==> config.mk <==
export PLATFORM = sky130hd
export DESIGN_NAME = hamming_rx_buffer
export DESIGN_NICKNAME = d
export VERILOG_FILES = /design/src/rtl/hamming_pkg.sv /design/src/rtl/hamming_fifo.sv /design/src/rtl/hamming_rx_buffer.sv
export SDC_FILE = /design/constraint.sdc
export NUM_CORES = 1
export LEC_CHECK = 0
export CAP_MARGIN = 20
export CORE_ASPECT_RATIO = 0.8
export CORE_MARGIN = 1
export CORE_UTILIZATION = 52
export DETAILED_ROUTE_END_ITERATION = 6
export PLACE_DENSITY = 0.86
export SLEW_MARGIN = 20
export SYNTH_ARGS = -nofsm -noshare
export SYNTH_HDL_FRONTEND = slang
export SYNTH_SLANG_ARGS = --single-unit
==> constraint.sdc <==
create_clock -name clk_i -period 2.4 [get_ports clk_i]
set_input_delay 0.48 -clock clk_i [delete_from_list [all_inputs] [get_ports clk_i]]
set_output_delay 0.48 -clock clk_i [all_outputs]
set_load 0.05 [all_outputs]
==> src/rtl/hamming_pkg.sv <==
// Shared Hamming SECDED definitions used by the encoder, the decoder and the
// receive buffer. It holds the syndrome width helper, the error classification
// and the flag layout of a buffered entry.
package hamming_pkg;

  // Flag bits stored next to the data word in every buffered entry: {db, sb_fix}.
  localparam int ENTRY_FLAG_BITS = 2;

  // Classification of a decoded word. A double-bit error takes priority over a single-bit error.
  typedef enum logic [1:0] {
    CLS_CLEAN = 2'd0,
    CLS_SB    = 2'd1,
    CLS_DB    = 2'd2
  } err_class_t;

  // Number of Hamming parity bits for k information bits.
  // This is the smallest m that satisfies 2^m >= k + m + 1.
  function automatic int calculate_m(input int k);
    int m;
    m = 0;
    for (int i = 1; i < 32; i++) begin
      if (m == 0 && (1 << i) >= (k + i + 1)) begin
        m = i;
      end
    end
    return m;
  endfunction

  // Width of a buffered entry {q, db, sb_fix} for k information bits.
  function automatic int entry_width(input int k);
    return k + ENTRY_FLAG_BITS;
  endfunction

endpackage

==> src/rtl/hamming_fifo.sv <==
// Synchronous first-in first-out buffer with a combinational head read.
// The pointers wrap modulo DEPTH, so DEPTH must be a power of two.
// A push while full and a pop while empty are both ignored.
module hamming_fifo #(
  parameter int WIDTH = 10,
  parameter int DEPTH = 4
) (
  input  logic                       clk,
  input  logic                       rst,
  input  logic                       push,
  input  logic                       pop,
  input  logic [WIDTH-1:0]           data_in,
  output logic [WIDTH-1:0]           data_out,
  output logic                       full,
  output logic                       empty,
  output logic [$clog2(DEPTH+1)-1:0] level
);

  localparam int PW = $clog2(DEPTH);
  localparam int LW = $clog2(DEPTH+1);

  logic [WIDTH-1:0] mem [DEPTH];
  logic [PW-1:0]    wr_ptr;
  logic [PW-1:0]    rd_ptr;
  logic             do_push;
  logic             do_pop;

  assign full     = (level == LW'(DEPTH));
  assign empty    = (level == '0);
  assign do_push  = push & ~full;
  assign do_pop   = pop & ~empty;
  assign data_out = mem[rd_ptr];

  // Storage write. The memory contents need no reset because the level gates visibility.
  always_ff @(posedge clk) begin
    if (do_push) begin
      mem[wr_ptr] <= data_in;
    end
  end

  // Pointer and occupancy bookkeeping. A reset flushes every stored word.
  always_ff @(posedge clk) begin
    if (rst) begin
      wr_ptr <= '0;
      rd_ptr <= '0;
      level  <= '0;
    end else begin
      if (do_push) begin
        wr_ptr <= wr_ptr + PW'(1);
      end
      if (do_pop) begin
        rd_ptr <= rd_ptr + PW'(1);
      end
      case ({do_push, do_pop})
        2'b10:   level <= level + LW'(1);
        2'b01:   level <= level - LW'(1);
        default: level <= level;
      endcase
    end
  end

endmodule

==> src/rtl/hamming_rx_buffer.sv <==
// Elastic output stage behind the Hamming SECDED decoder. Each decoded word is
// classified, queued and presented on a valid/ready stream. Saturating error
// statistics and the syndrome of the last erroneous word are kept for software.
// Build option: define HAMMING_DROP_DB_EN to discard double-bit words instead of
// queueing them. Discarded words are counted in drop_cnt_o.
module hamming_rx_buffer
  import hamming_pkg::*;
#(
  parameter int K     = 8,
  parameter int M     = calculate_m(K),
  parameter int DEPTH = 4,
  parameter int CNT_W = 16
) (
  input  logic                       clk_i,
  input  logic                       rst_i,
  input  logic                       in_valid_i,
  output logic                       in_ready_o,
  input  logic [K-1:0]               in_q_i,
  input  logic [M-1:0]               in_syndrome_i,
  input  logic                       in_sb_err_i,
  input  logic                       in_db_err_i,
  input  logic                       in_sb_fix_i,
  output logic                       out_valid_o,
  input  logic                       out_ready_i,
  output logic [K-1:0]               out_q_o,
  output logic                       out_err_o,
  output logic                       out_fix_o,
  output logic [$clog2(DEPTH+1)-1:0] level_o,
  output logic [CNT_W-1:0]           sb_cnt_o,
  output logic [CNT_W-1:0]           db_cnt_o,
  output logic [CNT_W-1:0]           drop_cnt_o,
  output logic [M-1:0]               last_syndrome_o,
  input  logic                       clr_cnt_i
);

  localparam int LW = $clog2(DEPTH+1);
  localparam int EW = entry_width(K);

  typedef struct packed {
    logic [K-1:0] q;
    logic         db;
    logic         sb_fix;
  } entry_t;

  err_class_t    err_class;
  entry_t        wr_entry;
  entry_t        head_entry;
  entry_t        held_entry;
  entry_t        shown_entry;
  logic [EW-1:0] head_bits;
  logic          fifo_full;
  logic          fifo_empty;
  logic [LW-1:0] level;
  logic [LW-1:0] level_next;
  logic          in_ready;
  logic          accept;
  logic          is_sb;
  logic          is_db;
  logic          push;
  logic          pop;

  // Classify the incoming word. A double-bit error overrides the single-bit flag.
  always_comb begin
    err_class = CLS_CLEAN;
    if (in_db_err_i) begin
      err_class = CLS_DB;
    end else if (in_sb_err_i) begin
      err_class = CLS_SB;
    end
  end

  assign accept = in_valid_i & in_ready;
  assign is_sb  = accept & (err_class == CLS_SB);
  assign is_db  = accept & (err_class == CLS_DB);
  assign pop    = ~fifo_empty & out_ready_i;

`ifdef HAMMING_DROP_DB_EN
  assign push = accept & ~is_db & ~fifo_full;
`else
  assign push = accept & ~fifo_full;
`endif

  assign wr_entry = '{q: in_q_i, db: in_db_err_i, sb_fix: in_sb_fix_i};

  hamming_fifo #(
    .WIDTH (EW),
    .DEPTH (DEPTH)
  ) u_fifo (
    .clk      (clk_i),
    .rst      (rst_i),
    .push     (push),
    .pop      (pop),
    .data_in  (wr_entry),
    .data_out (head_bits),
    .full     (fifo_full),
    .empty    (fifo_empty),
    .level    (level)
  );

  assign head_entry = entry_t'(head_bits);

  // Occupancy after this edge. It decides whether another word fits next cycle.
  always_comb begin
    level_next = level;
    if (push && !pop) begin
      level_next = level + LW'(1);
    end else if (pop && !push) begin
      level_next = level - LW'(1);
    end
  end

  // Registered ready. It stays low through reset, then tracks the next-cycle not-full state.
  always_ff @(posedge clk_i) begin
    if (rst_i) begin
      in_ready <= 1'b0;
    end else begin
      in_ready <= (level_next != LW'(DEPTH));
    end
  end

  // Remember the last popped entry so the outputs hold steady while the buffer is empty.
  always_ff @(posedge clk_i) begin
    if (rst_i) begin
      held_entry <= '0;
    end else if (pop) begin
      held_entry <= head_entry;
    end
  end

  assign shown_entry = fifo_empty ? held_entry : head_entry;

  assign in_ready_o  = in_ready;
  assign out_valid_o = ~fifo_empty;
  assign out_q_o     = shown_entry.q;
  assign out_err_o   = shown_entry.db;
  assign out_fix_o   = shown_entry.sb_fix;
  assign level_o     = level;

  // Single-bit statistics. The counter saturates, and a clear wins over a simultaneous event.
  always_ff @(posedge clk_i) begin
    if (rst_i || clr_cnt_i) begin
      sb_cnt_o <= '0;
    end else if (is_sb && (sb_cnt_o != '1)) begin
      sb_cnt_o <= sb_cnt_o + CNT_W'(1);
    end
  end

  // Double-bit statistics. The counter saturates, and a clear wins over a simultaneous event.
  always_ff @(posedge clk_i) begin
    if (rst_i || clr_cnt_i) begin
      db_cnt_o <= '0;
    end else if (is_db && (db_cnt_o != '1)) begin
      db_cnt_o <= db_cnt_o + CNT_W'(1);
    end
  end

  // Syndrome of the most recent accepted erroneous word.
  always_ff @(posedge clk_i) begin
    if (rst_i || clr_cnt_i) begin
      last_syndrome_o <= '0;
    end else if (is_sb || is_db) begin
      last_syndrome_o <= in_syndrome_i;
    end
  end

`ifdef HAMMING_DROP_DB_EN
  // Dropped-word statistics. Every double-bit word is discarded, so this counter advances together with db_cnt_o.
  always_ff @(posedge clk_i) begin
    if (rst_i || clr_cnt_i) begin
      drop_cnt_o <= '0;
    end else if (is_db && (drop_cnt_o != '1)) begin
      drop_cnt_o <= drop_cnt_o + CNT_W'(1);
    end
  end
`else
  assign drop_cnt_o = '0;
`endif

endmodule
== Yosys cells after proc, flatten, opt, wreduce, memory -nomap -nowiden ==
Memories as Yosys holds them, arrays and structs flattened. A register that Yosys moved wholly into a read port is not among the register bits.
Index checks and enable logic that the tools add are counted.

* Bits in latches: 0
* Output and inout bits: 67
* Word-level logic and storage cells: 54
* Memories kept: 1
* ROM bits: 0
* Bits in writable memories: 40
* Register bits: 54

* Equal/unequal tests: 8
* $lt $le $gt $ge: 0
* Reduce and logical (&&, ||, !) cells: 10
* Mux-type cells: 10
* Divide/modulo/power cells: 0
* Shift-type cells: 0
* Bitwise gates (word level): 9
* Multipliers: 0
* Add/subtract/negate cells: 6

{| class="wikitable"
|+ Memory list
! memory !! words !! width !! read ports !! clocked after memory_dff !! wr ports !! RTL line !! source
|-
| u_fifo.mem || 4 || 10 || 1 || 1 || 1 || hamming_fifo.sv:22 || <nowiki>logic [WIDTH-1:0] mem [DEPTH];</nowiki>
|}

{| class="wikitable"
|+ Operators by type and width
! cell !! number
|-
| $add 16x1->16 const B || 2
|-
| $ne 16x16->1 const B || 2
|-
| $mux 10 || 1
|-
| $and 1x1->1 || 7
|-
| $mux 2 || 3
|-
| $mux 3 || 2
|-
| $pmux 3 s2 || 1
|-
| $add 2x1->2 const B || 2
|-
| $eq 2x1->1 const B || 2
|-
| $eq 2x2->1 const B || 2
|-
| $logic_and 1x1->1 || 4
|-
| $add 3x1->3 const B || 1
|-
| $eq 3x3->1 const B || 1
|-
| $logic_not 3->1 || 1
|-
| $mux 1 || 3
|-
| $ne 3x3->1 const B || 1
|-
| $sub 3x1->3 const B || 1
|-
| $logic_not 1->1 || 2
|-
| $logic_or 1x1->1 || 2
|-
| $not 1->1 || 2
|-
| $reduce_bool 2->1 || 1
|}

== Longest topological paths before layout ==
* Word-level depth: 8
* Depth in mapped cells: 11
* Depth with buffers taken out: 10

== Cells and area by module ==
Synthesis repeated with hierarchy kept, for this count alone.

* Cell total of the unflattened synthesis: 414
* Area, all modules: 4498.1 µm²

{| class="wikitable"
|+ By module, submodules not included
! module !! times used !! cells each !! area an instance (µm²)
|-
| hamming_rx_buffer || 1 || 308 || 2578.7
|-
| hamming_fifo || 1 || 106 || 1919.3
|}

== Worst setup path before layout ==
Ideal clock, no wire load.

* Path type: register to output
* Start: register u_fifo.level[0]
* End: output out_err_o
* Data arrival time: 2065 ps
* Stages on the path, launching flop included: 6
* Setup slack: -145 ps
* Required time: 1920 ps
* Cell sequence: dfxtp_1 -> inv_1 -> ha_1 -> nand2b_1 -> buf_2 -> mux2_2

* Word-level cells in the longest chain between the ends: 2

{| class="wikitable"
|+ RTL lines
! what !! RTL line !! source
|-
| start: declaration || hamming_fifo.sv:16 || <nowiki>output logic [$clog2(DEPTH+1)-1:0] level</nowiki>
|-
| start signal: assignment || hamming_fifo.sv:55 || <nowiki>2'b10: level <= level + LW'(1);</nowiki>
|-
| start signal: assignment || hamming_fifo.sv:56 || <nowiki>2'b01: level <= level - LW'(1);</nowiki>
|-
| start signal: assignment || hamming_fifo.sv:57 || <nowiki>default: level <= level;</nowiki>
|-
| $logic_not 3->1 || hamming_fifo.sv:29 || <nowiki>assign empty = (level == '0);</nowiki>
|-
| $mux 10 || hamming_rx_buffer.sv:130 || <nowiki>assign shown_entry = fifo_empty ? held_entry : head_entry;</nowiki>
|-
| end: declaration || hamming_rx_buffer.sv:26 || <nowiki>output logic out_err_o,</nowiki>
|}

Every way passes these cells.

==> flow_summary_export.csv <==
group,metric,value,unit
layout,final_cell_mix,"clkdlybuf4s50_1 (59), dfxtp_1 (51), edfxtp_1 (40)",
sta,slew_headroom,58.4,%
clocking,clk_latency,0.36,ns
critical_path,critPathRequiredTime,1.92,ns
clocking,path_clk_slew,0.09,ns
clocking,cts_max_path_buffers,2,
global_routing,grt_usage,23.4,%
sta,fin_ws,0.0475,ns
die,die_area,9060,um2
sta,maxSlewViolCount,0,
power,power_frac_comb,42.1,%
power,p_sw,0.00190,W
die,die_h,85.3,um
routing,drt_iter0_markers,194,
critical_path,end_kind,"output pin",
routing,vias_per_cell,5.98,
synth,syn_area,4510,um2
synth,async_flop_share,0,%
die,core,8160,um2
synth,synth-edff-count,40,
routing,post_drt_wl_per_cell,17.2,um
sta,max_freq,425,MHz
sta,holdWs,0.453,ns
global_routing,grt_max_degree,27,
global_routing,grt_pass1_vias,3431,
critical_path,arrival,1.87,ns
power,power_density,912,nW/um2
min_path,min_path_type,"register to register",
global_routing,antenna_found_initial,0,
place,io_buffers,70,
synth,synth-seq-cells,96,
sta,post-route-period-util,98.0,%
critical_path,critPathKind,"register to output pin",
place,post-place-ws,0.0224,ns
routing,vias,3622,
layout,drive_gt1_share,16.1,%
die,start_util,55.3,%
critical_path,cp_max_fo,5,
layout,antenna_cells,0,
layout,nets,525,
clocking,cts_tree,"built",
layout,final_common_cell,"clkdlybuf4s50_1",
power,vdd_ir_drop_max,0.547,mV
critical_path,cp-start-kind,"register",
clocking,cts_sinks,96,
sta,worstMarginPinSlew,0.618,ns
sta,finClkSkew,0.0111,ns
sta,hold_violations,0,
clocking,root_buffer,"clkbuf_8",
power,p_clk_share,19.9,%
synth,yosysSeqAreaShare,51.5,%
sta,fin_crit,2.35,ns
power,p_sw_share,37.4,%
place,place_congestion,0.856,
sta,setup_viol,0,
power,power.total,0.00509,W
flow_run,cap_violations,0,
routing,route.detailed.drc,0,
place,hpwl,7.18,mm
layout,nFillCells,595,
layout,area.growth.synth_to_final,23.8,%
synth,syn_inst,410,
clocking,htree_levels,3,
power,power_frac_seq,38.0,%
global_routing,grt_pass1_wl,16.6,mm
clocking,hold_buffers,0,
synth,yosys_warnings,0,
synth,yosysUniqueCellTypes,55,
layout,final_core_util,68.4,%
routing,dr.pass1.iters,4,
routing,antenna_left,0,
power,internal_power,0.00319,W
power,leakage,1.92,nW
clocking,numCtsBuffers,9,
routing,routed_wl,10.4,mm
synth,ys.flop_type,"dfxtp_1",
die,boundaryPins,87,
synth,syn_avg_cell_area,11.0,um2
die,die_x,106,um
die,num_rows,29,
status,status,"complete, no violations",
global_routing,gr-total-overflow,0,
[worst max-delay path, cell delays in order, from the launching register on]
cell,delay (ns)
dfxtp_4,0.38
buf_12,0.13
mux4_2,0.53
mux2_2,0.29
buf_4,0.19
[layer usage]
layer	track usage [%]	wire (um)	vias up	part of all wire, %
met5	0	0	-	0
met4	7.83	129	0	1.2
met2	40.3	5220	145	50
met1	29.1	4400	1770	42
met3	5.15	669	12	6.4
li1	-	-	1695	-
[sequential cells by signal (all words and copies together) (netlist names), named ones only]
| register | flops |
|---|---|
| in_ready_o | 1 |
| u_fifo.wr_ptr | 2 |
| u_fifo.level | 3 |
| last_syndrome_o | 4 |
| db_cnt_o | 16 |
| held_entry | 10 |
| u_fifo.rd_ptr | 2 |
| sb_cnt_o | 16 |
| u_fifo.mem | 40 |
[per-stage QoR]
step	cell area [um2]	setup TNS, ns	std cells
finish	5580	0	606
global route	5580	-0.00215	606
CTS	5520	0	602
detailed placement	5320	0	586
global placement	5320	0	586
floorplan	4570	0	425
[cell type report]
cell class	count	area, um2	area share (%)
clock inverter	3	43.8	0.784
inverter	11	41.3	0.739
clock buffer	13	139	2.49
timing repair buffer	91	886	15.9
tap	108	135	2.42
multi-input combinational	284	2000	35.9
sequential	96	2340	41.8
[logic make-up (layout without fill, tap and decap cells)]
logic type               Yosys count  count (layout)  synth area share [%]
adder cells (fa/ha/maj)           12              12                  3.33
AO/OA/AOI/OAI                     84              84                  11.5
flip-flops                        96              96                  51.5
other                              1              16                0.0831
AND/OR/NAND/NOR                  140             140                  18.0
buffers and inverters             45             118                  5.60
multiplexers                      26              26                  8.82
XOR/XNOR                           6               6                  1.16
[timing repair]
| item | in CTS | in global routing |
|---|---|---|
| buffers inserted | 0 | 3 |
| hold endpoints to repair | 0 | 0 |
| gates cloned | 0 | 1 |
| resized for setup | 6 | 5 |
| setup endpoints to repair | 10 | 9 |
[power groups by stage]
stage | logic (W) | registers [W] | clock network [W]
floorplan | 0.00133 | 0.00200 | 0
global placement | 0.00194 | 0.00194 | 0
detailed placement | 0.00200 | 0.00195 | 0
CTS | 0.00204 | 0.00193 | 0.00103
global route | 0.00224 | 0.00195 | 0.00109
finish | 0.00215 | 0.00193 | 0.00101
[path summary, 6_finish.rpt]
check                          start            endpoint  slack (ns)  cells after the start
hold / removal    last_syndrome_o[0]  last_syndrome_o[0]        0.45                      2
setup reg to reg     u_fifo.level[1]          in_ready_o        0.39                      8
hold reg to reg   last_syndrome_o[0]  last_syndrome_o[0]        0.45                      2
setup / recovery            register          out_q_o[7]        0.05                      4
[Yosys cell counts (9+ instances only)]
cell	number	area, um2
a21oi_1	37	185
buf_4	17	128
clkbuf_1	9	33.8
dfxtp_1	56	1120
edfxtp_1	40	1200
ha_1	12	150
inv_1	10	37.5
mux2_2	10	113
mux4_2	10	225
nand2_1	37	139
nand3_1	14	70.1
nand4_1	10	62.6
nor2_1	12	45.0
o21ai_0	11	55.1
o31ai_1	10	75.1
or3_1	11	68.8
or4_1	9	67.6
No activity file was read; power rests on OpenSTA's default activity.
